$ cat src/rtl/hub75_pkg.sv
// hub75_pkg: shared FSM state encoding and bit-plane (BCM) display length for the HUB75 scan driver.
package hub75_pkg;
    typedef enum logic [2:0] {IDLE, SHIFT, BLANK, LATCH, SHOW} state_t;

    function automatic int bcm_len(input int base, input int plane);
        return base << plane;
    endfunction
endpackage

$ cat src/rtl/hub75_bcm_timer.sv
// hub75_bcm_timer: loadable down-counter timing one SHOW period; done pulses in its last cycle.
module hub75_bcm_timer #(
    parameter int W = 4
) (
    input  logic         clk,
    input  logic         rst_n,
    input  logic         load,
    input  logic [W-1:0] len_m1,
    output logic         done
);
    logic [W-1:0] cnt;
    logic         run;

    assign done = run && cnt == '0;

    always_ff @(posedge clk or negedge rst_n) begin
        if (!rst_n) begin
            cnt <= '0;
            run <= 1'b0;
        end else if (load) begin
            cnt <= len_m1;
            run <= 1'b1;
        end else if (done) begin
            run <= 1'b0;
        end else if (run) begin
            cnt <= cnt - W'(1);
        end
    end
endmodule

$ cat src/rtl/hub75_scan_driver.sv
// hub75_scan_driver: HUB75 panel scanner with binary-coded modulation, one bit-plane per row pass.
module hub75_scan_driver
    import hub75_pkg::*;
#(
    parameter int COLS       = 64,
    parameter int ROW_BITS   = 4,
    parameter int BPC        = 4,
    parameter int BASE_TICKS = 8
) (
    input  logic                     clk,
    input  logic                     rst_n,
    input  logic                     en,
    output logic [ROW_BITS-1:0]      rd_row,
    output logic [$clog2(COLS)-1:0]  rd_col,
    input  logic [3*BPC-1:0]         rd_data0,
    input  logic [3*BPC-1:0]         rd_data1,
    output logic                     R0,
    output logic                     G0,
    output logic                     B0,
    output logic                     R1,
    output logic                     G1,
    output logic                     B1,
    output logic                     SCLK,
    output logic                     LAT,
    output logic                     OE,
    output logic [ROW_BITS-1:0]      addr,
    output logic                     frame_start
);
    localparam int CW = $clog2(COLS);
    localparam int PW = BPC > 1 ? $clog2(BPC) : 1;
    localparam int TW = $clog2(bcm_len(BASE_TICKS, BPC - 1) + 1);

    state_t                state, state_n;
    logic [CW-1:0]         col, col_n, col_nx;
    logic                  phase, phase_n;
    logic [PW-1:0]         plane, plane_n;
    logic [ROW_BITS-1:0]   row, row_n;
    logic                  armed, load, done;
    logic [TW-1:0]         len_m1;
    logic [3*BPC-1:0]      d0, d1;

    assign len_m1 = TW'(bcm_len(BASE_TICKS, int'(plane)) - 1);
    assign col_nx = (col_n == CW'(COLS - 1)) ? '0 : col_n + CW'(1);
    assign d0     = rd_data0 >> plane;
    assign d1     = rd_data1 >> plane;

    // Pass pointer (plane/row) advances as SHOW begins so the next pass is already addressed during SHOW.
    always_comb begin
        state_n = state;
        col_n   = col;
        phase_n = phase;
        plane_n = plane;
        row_n   = row;
        load    = 1'b0;
        case (state)
            IDLE:  state_n = (en && armed) ? SHIFT : IDLE;
            SHIFT: begin
                phase_n = ~phase;
                if (phase) begin
                    col_n   = (col == CW'(COLS - 1)) ? '0 : col + CW'(1);
                    state_n = (col == CW'(COLS - 1)) ? BLANK : SHIFT;
                end
            end
            BLANK: state_n = LATCH;
            LATCH: begin
                state_n = SHOW;
                load    = 1'b1;
                plane_n = (plane == PW'(BPC - 1)) ? '0 : plane + PW'(1);
                row_n   = (plane == PW'(BPC - 1)) ? row + ROW_BITS'(1) : row;
            end
            SHOW:    state_n = done ? (en ? SHIFT : IDLE) : SHOW;
            default: state_n = IDLE;
        endcase
    end

    hub75_bcm_timer #(.W(TW)) u_timer (
        .clk    (clk),
        .rst_n  (rst_n),
        .load   (load),
        .len_m1 (len_m1),
        .done   (done)
    );

    // Outputs are registered from next-state values so they line up with the state they describe.
    always_ff @(posedge clk or negedge rst_n) begin
        if (!rst_n) begin
            state       <= IDLE;
            col         <= '0;
            phase       <= 1'b0;
            plane       <= '0;
            row         <= '0;
            armed       <= 1'b0;
            rd_row      <= '0;
            rd_col      <= '0;
            {R0, G0, B0, R1, G1, B1} <= '0;
            SCLK        <= 1'b0;
            LAT         <= 1'b0;
            OE          <= 1'b1;
            addr        <= '0;
            frame_start <= 1'b0;
        end else begin
            state       <= state_n;
            col         <= col_n;
            phase       <= phase_n;
            plane       <= plane_n;
            row         <= row_n;
            armed       <= 1'b1;
            rd_row      <= row_n;
            rd_col      <= (state_n != SHIFT) ? '0 : (phase_n ? col_nx : col_n);
            SCLK        <= state_n == SHIFT && phase_n;
            LAT         <= state_n == LATCH;
            OE          <= state_n != SHOW;
            frame_start <= state_n == SHIFT && state != SHIFT && row == '0 && plane == '0;
            if (state_n == LATCH)
                addr <= row;
            if (state_n == SHIFT && !phase_n)
                {R0, G0, B0, R1, G1, B1} <= {d0[2*BPC], d0[BPC], d0[0], d1[2*BPC], d1[BPC], d1[0]};
        end
    end
endmodule

$ cat config.mk
export PLATFORM = sky130hd
export DESIGN_NAME = hub75_scan_driver
export DESIGN_NICKNAME = d
export VERILOG_FILES = /design/src/rtl/hub75_pkg.sv /design/src/rtl/hub75_bcm_timer.sv /design/src/rtl/hub75_scan_driver.sv
export SDC_FILE = /design/constraint.sdc
export NUM_CORES = 1
export LEC_CHECK = 0
export BUFFER_PORTS_ARGS = -buffer_cell sky130_fd_sc_hd__buf_2
export CAP_MARGIN = 25
export CORE_MARGIN = 8
export CORE_UTILIZATION = 49
export CTS_CLUSTER_DIAMETER = 150
export CTS_CLUSTER_SIZE = 20
export DETAILED_ROUTE_END_ITERATION = 16
export GPL_TIMING_DRIVEN = 0
export HOLD_SLACK_MARGIN = 0.05
export PLACE_DENSITY_LB_ADDON = 0.08
export SLEW_MARGIN = 40
export SYNTH_ARGS = -nofsm -noshare
export SYNTH_HDL_FRONTEND = slang
export SYNTH_SLANG_ARGS = --single-unit
$ cat constraint.sdc
create_clock -name clk -period 2.3 [get_ports clk]
set_input_delay 0.69 -clock clk [delete_from_list [all_inputs] [get_ports clk]]
set_output_delay 0.69 -clock clk [all_outputs]
set_load 0.005 [all_outputs]
==> After elaboration in Yosys (flattened, before gate mapping) <==
Index checks and enable logic that the tools add are counted.
{ "totals": {"register_bits": 45, "latch_bits": 0, "ramBits": 0, "rom_bits": 0, "input_bits": 27, "output_inout_bits": 24, "wordCells": 79, "mem_count": 0} }
{ "op_classes": {"n_addsub": 6, "n_mul": 0, "n_div": 0, "n_lt_le_gt_ge": 0, "eq_ne": 13, "n_shift": 3, "n_mux": 20, "bitwise_logic": 1, "n_reduce_logical": 16} }
{ "op_table": {"columns": ["cell", "n"], "rows": [
  ["$mux 6", 6],
  ["$shr 12x2->9", 2],
  ["$mux 7", 3],
  ["$pmux 3 s5", 1],
  ["$add 6x1->6 const B", 2],
  ["$eq 6x6->1 const B", 2],
  ["$eq 3x2->1 const B", 3],
  ["$logic_and 1x1->1", 7],
  ["$logic_not 7->1", 1],
  ["$shl 4x2->7 const A", 1],
  ["$sub 7x1->7 const B", 1],
  ["$sub 7x2->7 const B", 1],
  ["$eq 3x1->1 const B", 2],
  ["$mux 1", 6],
  ["$mux 3", 2],
  ["$ne 3x1->1 const B", 2],
  ["$add 4x1->4 const B", 1],
  ["$logic_not 4->1", 1],
  ["$mux 2", 2],
  ["$reduce_and 2->1", 2],
  ["$reduce_bool 2->1", 2],
  ["$eq 3x3->1 const B", 1],
  ["$logic_not 3->1", 1],
  ["$ne 3x3->1 const B", 1],
  ["6 further kinds", 6]
]} }

==> Logic depth before layout (Yosys ltp) <==
Gate-level depths: netlist of run 1.
{ "depth": {"word_depth": 8, "ltp_mapped": 11, "ltp_nobuf": 11} }

==> Cells and area by module <==
A second synthesis of run 1 with hierarchy kept.
{ "unflattened": {"cells_unflattened": 238, "hier_area_um2": 2513.7} }
{ "by_module_without_submodules": {"columns": ["mod", "instances", "cells_each", "area_each_um2", "seq_area_each_um2"], "rows": [
  ["hub75_scan_driver", 1, 182, 2000.7, 927.1],
  ["hub75_bcm_timer", 1, 56, 513.0, 200.2]
]} }

==> Worst setup path after synthesis of run 1 <==
No wires, ideal clock.
{ "synth_path": {"kind": "register -> register", "start": "register state[2]", "end": "register rd_col[4]", "setup_ns": 0.119, "t_arrival_ns": 1.980, "required_ns": 2.181, "path_slack_ns": 0.202, "stages_incl_launch_ff": 10, "n_path_buf": 1, "period_less_slack_ns": 2.098, "cell_sequence": "dfrtp_1 > buf_2 > nor3b_4 > nand2_1 > a21o_1 > ha_1 > mux2i_1 > o21ai_2 > and3_1 > o21a_1"} }
{ "synth_between": {"elab_chain_cells": 6, "elab_cells_between_ends": 15, "cone_classes": "add/sub: 1; eq/ne: 6; mux: 7; reduce/logical: 1"} }
{ "synth_rtl": {"columns": ["item", "line_no", "rtl"], "rows": [
  ["from (decl)", "hub75_scan_driver.sv:33", "state_t state, state_n;"],
  ["from (signal assigned)", "hub75_scan_driver.sv:102", "state <= state_n;"],
  ["$eq 3x1->1 *", "hub75_scan_driver.sv:55", "case (state)"],
  ["$mux 6 *", "hub75_scan_driver.sv:55", null],
  ["net col_n[0]", "hub75_scan_driver.sv:34", "logic [CW-1:0] col, col_n, col_nx;"],
  ["$add 6x1->6 / $eq 6x6->1 (equally long branches)", "hub75_scan_driver.sv:43", "assign col_nx = (col_n == CW'(COLS - 1)) ? '0 : col_n + CW'(1);"],
  ["$mux 6 *", "hub75_scan_driver.sv:43", null],
  ["$mux 6 * (2 in a row)", "hub75_scan_driver.sv:109", "rd_col <= (state_n != SHIFT) ? '0 : (phase_n ? col_nx : col_n);"],
  ["to (signal assigned)", "hub75_scan_driver.sv:109", null],
  ["to (decl)", "hub75_scan_driver.sv:14", "output logic [$clog2(COLS)-1:0] rd_col,"]
]} }
Mark *: on every way through the listed nets, which the timed path passes. The rest lies on a longest branch.
A chain may end at the register's enable or synchronous reset.

==> Final worst setup path of run 1 <==
{ "layout_path": {"start": "register col[0]", "end": "register rd_col[4]"} }
{ "layout_between": {"elab_chain_cells": 8, "elab_cells_between_ends": 14, "cone_classes": "add/sub: 2; eq/ne: 3; mux: 9"} }
{ "layout_rtl": {"columns": ["item", "line_no", "rtl"], "rows": [
  ["from (decl)", "hub75_scan_driver.sv:34", null],
  ["from (signal assigned)", "hub75_scan_driver.sv:103", "col <= col_n;"],
  ["$add 6x1->6 / $eq 6x6->1 (equally long branches)", "hub75_scan_driver.sv:60", "col_n = (col == CW'(COLS - 1)) ? '0 : col + CW'(1);"],
  ["$mux 6", "hub75_scan_driver.sv:60", null],
  ["$mux 6", "hub75_scan_driver.sv:59", "if (phase) begin"],
  ["$mux 6 *", "hub75_scan_driver.sv:55", null],
  ["net col_n[0]", "hub75_scan_driver.sv:34", null],
  ["$add 6x1->6 / $eq 6x6->1 (equally long branches)", "hub75_scan_driver.sv:43", null],
  ["$mux 6 *", "hub75_scan_driver.sv:43", null],
  ["$mux 6 * (2 in a row)", "hub75_scan_driver.sv:109", null]
]} }
Marked as above.

==> flow_summary.yaml, run 1 <==
layout:
  drive_gt1_frac: 0.380
  antenna_cells: 0
  layout_common_cells: "buf_2, dfrtp_1, nor2_1"
  nFillCells: 416
  utilization: 0.602
  final_common_cell: "buf_2"
  nNetsFinal: 301
  area_delta_synth_final_pct: 19.6
drt:
  wl_per_cell_um: 15.5
  routed_wl_um: 4960
  viasPerCell: 5.40
  ant_nets: 0
  drc_errors: 0
  num_vias: 1729
  dr.pass1.iters: 4
  first_iter_violations: 47
timing:
  max_freq_ghz: 0.466
  tightestPinTransition_ns: 0.623
  hold_viol: 0
  setup_tns_ns: 0
  relSlewSlack: 0.580
  timing.final.crit_share: 0.932
  finalMaxSlewViolations: 0
  skew_ns: 0.00560
  finalCriticalPeriod_ns: 2.14
  rsz0062_at_grt: "no"
  setup_violations: 0
clocking:
  cts_tree: "yes"
  h-tree-depth: 2
  cts_buffer_depth: 2
  worstSkewPairLatency_ns: 0.29
  clk_pin_slew_worst_paths_ns: 0.08
  root_buffer: "clkbuf_8"
  cts_made_buffers: 5
  clock-sinks: 45
synth:
  syn_avg_cell_area_sq_um: 11.4
  ys_seq_elements: 45
  syn_area_sq_um: 2360
  mappedNetlistNets: 243
  ys_seq_area_frac: 0.477
  yosysWarningCount: 0
  synth_edf_count: 0
  synthArstFlopShare: 1.00
  synthDistinctLibCells: 52
  synth_cells: 207
  synth_ff_type: "dfrtp_1"
global_routing:
  grt_first_pass_wirelength_um: 8580
  antenna_found_initial: 0
  grt_pass1_vias: 1872
  grt_overflow: 0
  grt_usage: 0.146
  grt_max_degree: 46
floorplanning:
  die_w_um: 85.5
  initial_core_util: 0.504
  fp.dieArea_sq_um: 7300
  ios: 51
  core_area_sq_um: 4690
  rows: 25
  fp.dieH_um: 85.5
critical_path:
  critical_path.slowest_cell: "dfrtp_2"
  timing.rr.end: "rd_col[4]"
  worstSetupPathType: "flop to flop"
  critPathCaptureType: "flop"
  rrSetupSlack_ns: 0.16
  cp_max_fo: 7
  rr_worst_depth: 10
  critical_path.cell_chain: "ha_2 > nand3_4 > nor2_4 > nor3_1 > a21o_1 > ha_1 > mux2i_1 > o21ai_2 > and3_1 > o21a_1"
  cp.arrival_ns: 2.34
  regToRegStartpoint: "col[0]"
  startpoint_type: "flop"
  crit_required_ns: 2.49
  cpPeakStageDelay_ns: 0.44
power_and_ir_drop:
  worst_ir_drop_vdd_mv: 0.363
  leakage_uw: 0.00137
  power_density_nw_per_um2: 523
placement:
  hpwl_um: 3700
  place_congestion: 0.849
  portBuffers: 50
outcome:
  status: "completed"
job:
  maxCapViolations: 0
hold_path:
  min-delay-path-class: "input port to asynchronous set/reset pin"
## stage by stage
step                power [uW]  instance area [sq um]  hold slack (ns)  instances  setup WS, ns
CTS                       1510                   2810            0.391        320       0.00753
global route              1540                   2830            0.418        320       0.00261
detailed placement         874                   2680            0.488        311        -0.127
global placement           871                   2680            0.483        311       -0.0826
finish                    1480                   2830            0.375        320         0.155
floorplan                  829                   2360            0.394        207         0.202
## worst max path at each step
stage | start | to | slack, ns | cells after the start
after detailed placement | state[2] | rd_col[4] | -0.13 | 10
after global placement | state[2] | rd_col[4] | -0.08 | 9
after CTS | col[0] | rd_col[4] | 0.008 | 10
after floorplan | state[2] | rd_col[4] | 0.20 | 9
final | col[0] | rd_col[4] | 0.16 | 10
after global routing | col[0] | rd_col[4] | 0.003 | 10
## cells by family after synthesis
kind of cell / count (synthesis) / share of synthesized area
and+or+nand+nor: 68 / 0.171
DFF: 45 / 0.477
adders and majority gates: 9 / 0.0476
buffers and inverters: 17 / 0.0328
muxes: 19 / 0.118
AOI/OAI and AO/OA: 35 / 0.104
other: 1 / 0.00159
xor gates and xnor gates: 13 / 0.0482
## cell type report
| class | instances | area (sq um) | area share |
|---|---|---|---|
| buffer | 7 | 40.0 | 0.0142 |
| clock buffer | 6 | 82.6 | 0.0292 |
| clock inverter | 2 | 37.5 | 0.0133 |
| inverter | 10 | 37.5 | 0.0133 |
| multi-input combinational | 145 | 1170 | 0.414 |
| sequential | 45 | 1130 | 0.400 |
| tap | 54 | 67.6 | 0.0239 |
| timing repair buffer | 51 | 260 | 0.0921 |
## power breakdown
group | switching (uW) | internal [uW] | leakage [uW]
clock | 270 | 353 | 0.0000574
combinational | 26.2 | 30.0 | 0.000748
sequential | 2.81 | 797 | 0.000566
total | 299 | 1180 | 0.00137
## cells in the mapped netlist (all sizes together) (3+ instances only)
cell type / count / area (sq um)
buf: 3 / 23.8
nand2: 16 / 67.6
ha: 9 / 113
dfrtp: 44 / 1100
and3: 3 / 18.8
xor2: 5 / 43.8
clkbuf: 4 / 16.3
inv: 10 / 37.5
a31oi: 4 / 25.0
nand3: 10 / 62.6
xnor2: 8 / 70.1
nor3: 4 / 20.0
a21oi: 8 / 40.0
mux4: 6 / 135
nor2: 16 / 60.1
mux2: 11 / 124
nor2b: 3 / 18.8
and2: 3 / 18.8
o21ai: 8 / 43.8
## flip-flops by register name (all words and copies together) (netlist names), 2 cells and up
signal and flops:
row 4, addr 4, plane 2, u_timer.cnt 7
rd_col 6, col 6, state 3
## per-layer routing
layer | GRT usage | wire (um) | vias up
li1 | - | - | 853
met1 | 0.160 | 1990 | 836
met2 | 0.264 | 2650 | 34
met3 | 0.0386 | 249 | 6
met4 | 0.0510 | 65 | 0
met5 | 0 | 0 | -
## critical path: cells and delay by family (launching register included)
kind,cells,cell delay (ns)
compound gates,3,0.43
flops,1,0.44
simple gates,4,0.50
fa+ha+maj,2,0.48
mux,1,0.17
## repair_timing
action | in CTS | in global routing
hold buffers | 0 | 0
gates resized for setup | 1 | 5
pin swaps | 1 | 0
setup endpoints to repair | 3 | 3
buffers inserted | 1 | 0
cloned | 0 | 0
Power figures use the tool's default switching activity.
==> inputs of run 2 (changes only) <==
==> constraint.sdc (replaced) <==
create_clock -name clk -period 2.3 [get_ports clk]
set_input_delay 0.23 -clock clk [delete_from_list [all_inputs] [get_ports clk]]
set_output_delay 0.23 -clock clk [all_outputs]
set_load 0.005 [all_outputs]
==> run 2 against run 1 <==
Power is essentially flat. Non-clock buffer count grew 1. Clock-buffer cell count is the same. Highest routed layer unchanged. Largest power group unchanged. Critical path depth is the same.
==> flow_summary.yaml, run 2 (synthesis results as in run 1) <==
global_routing:
  grt_usage: 0.147
  grt_max_degree: 46
  grt_overflow: 0
  grt_pass1_vias: 1875
  antenna_found_initial: 0
  grt_first_pass_wirelength_um: 8600
power_and_ir_drop:
  power_density_nw_per_um2: 522
  power.total_uw: 1480
  leakage_uw: 0.00138
  worst_ir_drop_vdd_mv: 0.363
layout:
  largest_reg_flops: 7
  area_delta_synth_final_pct: 20.0
  largest-register: "u_timer.cnt"
  final_common_cell: "buf_2"
  multi_input_area_sq_um: 1170
  drive_gt1_frac: 0.378
  layout_common_cells: "buf_2, dfrtp_1, nor2_1"
  nNetsFinal: 302
  seqCellArea_sq_um: 1130
  nFillCells: 416
  antenna_cells: 0
  final_area_sq_um: 2840
  reg_top3: "u_timer.cnt (7), col (6), rd_col (6)"
timing:
  finalCriticalPeriod_ns: 2.13
  whs_ns: 0.302
  setup_violations: 0
  max_freq_ghz: 0.468
  rsz0062_at_grt: "no"
  finalMaxSlewViolations: 0
  hold_viol: 0
  relSlewSlack: 0.574
  timing.final.crit_share: 0.928
  setup_ws_ns: 0.165
  skew_ns: 0.00549
  tightestPinTransition_ns: 0.633
critical_path:
  critical_path.cell_chain: "ha_2 > nand3_4 > nor2_4 > nor3_1 > a21o_1 > ha_1 > mux2i_1 > o21ai_2 > and3_1 > o21a_1"
  cp.arrival_ns: 2.33
  crit_buf_inv: 0
  critPathCaptureType: "flop"
  cp_top_family: "simple AND/OR/NAND/NOR gates"
  cpPeakStageDelay_ns: 0.44
  crit_required_ns: 2.49
  rr_worst_depth: 10
  cp_max_fo: 7
  worstSetupPathType: "flop to flop"
  critical_path.slowest_cell: "dfrtp_2"
  path_depth: 10
  startpoint_type: "flop"
clocking:
  worstSkewPairLatency_ns: 0.29
  root_buffer: "clkbuf_8"
  clk_pin_slew_worst_paths_ns: 0.08
  h-tree-depth: 2
  cts_made_buffers: 5
  cts_buffer_depth: 2
  cts_tree: "yes"
  clock-sinks: 45
drt:
  dr.pass1.iters: 4
  viasPerCell: 5.39
  ant_nets: 0
  routed_wl_um: 4950
  wl_per_cell_um: 15.4
  first_iter_violations: 56
  num_vias: 1730
  drc_errors: 0
placement:
  placed_area_sq_um: 2680
  place_congestion: 0.849
  hpwl_um: 3700
  portBuffers: 50
  pre_cts_ws_ns: -0.127
floorplanning:
  fp.dieArea_sq_um: 7300
  core_area_sq_um: 4690
  ios: 51
  die_w_um: 85.5
  initial_core_util: 0.504
  fp.dieH_um: 85.5
  rows: 25
outcome:
  status: "completed"
hold_path:
  min-delay-path-class: "input port to flop"
  holdPathStages: 4
job:
  maxCapViolations: 0
run 2: cell count changes in the layout (fill, tap and decap cells not counted):
| cell | change |
|---|---|
| dlygate4sd3_1 | +1 |
run 2: per-stage QoR:
| step | util | std cells | TNS [ns] |
|---|---|---|---|
| after global routing | 0.605 | 321 | 0 |
| final | 0.605 | 321 | 0 |
| after floorplan | - | 207 | 0 |
| after CTS | 0.602 | 321 | 0 |
| after detailed placement | 0.572 | 311 | -0.167 |
| after global placement | 0.571 | 311 | -0.0826 |
run 2: per-layer routing:
layer,vias to the layer above,track usage,share of wire
li1,855,-,-
met3,6,0.0386,0.039
met2,26,0.264,0.54
met5,-,0,0
met1,843,0.161,0.41
met4,0,0.0510,0.013
run 2: where the power goes:
| group | switching [uW] | total (uW) | internal [uW] |
|---|---|---|---|
| Sequential | 2.80 | 799 | 797 |
| Combinational | 26.5 | 57.6 | 31.2 |
| Clock | 270 | 624 | 353 |
| Total | 300 | 1480 | 1180 |
run 2: worst register-to-register path, stage by stage, from the launching register on:
cell and delay, ns:
dfrtp_2 0.44, ha_2 0.25, nand3_4 0.10, nor2_4 0.15, nor3_1 0.07, a21o_1 0.17, ha_1 0.23, mux2i_1 0.17
o21ai_2 0.10, and3_1 0.18, o21a_1 0.16
run 2: final timing paths:
kind	slack, ns	from	endpoint
min in group asynchronous	0.46	rst_n	rd_col[0]
hold reg to reg	0.51	R1	R1
max in group asynchronous	1.45	rst_n	col[1]
setup / recovery	0.17	col[0]	rd_col[4]
setup reg to reg	0.17	col[0]	rd_col[4]
hold / removal	0.30	en	state[0]
run 2: layout make-up:
cell class                 count  area share
buffer                         7      0.0141
sequential                    45       0.398
inverter                      10      0.0132
multi-input combinational    145       0.413
clock inverter                 2      0.0132
timing repair buffer          52      0.0953
clock buffer                   6      0.0291
tap                           54      0.0238
run 2: timing repair:
action,CTS,global route
endpoints found under the setup margin,3,3
hold buffers,1,0
pin swaps,1,0
endpoints found under the hold margin,44,0
resized for setup,1,5
buffers inserted,1,0
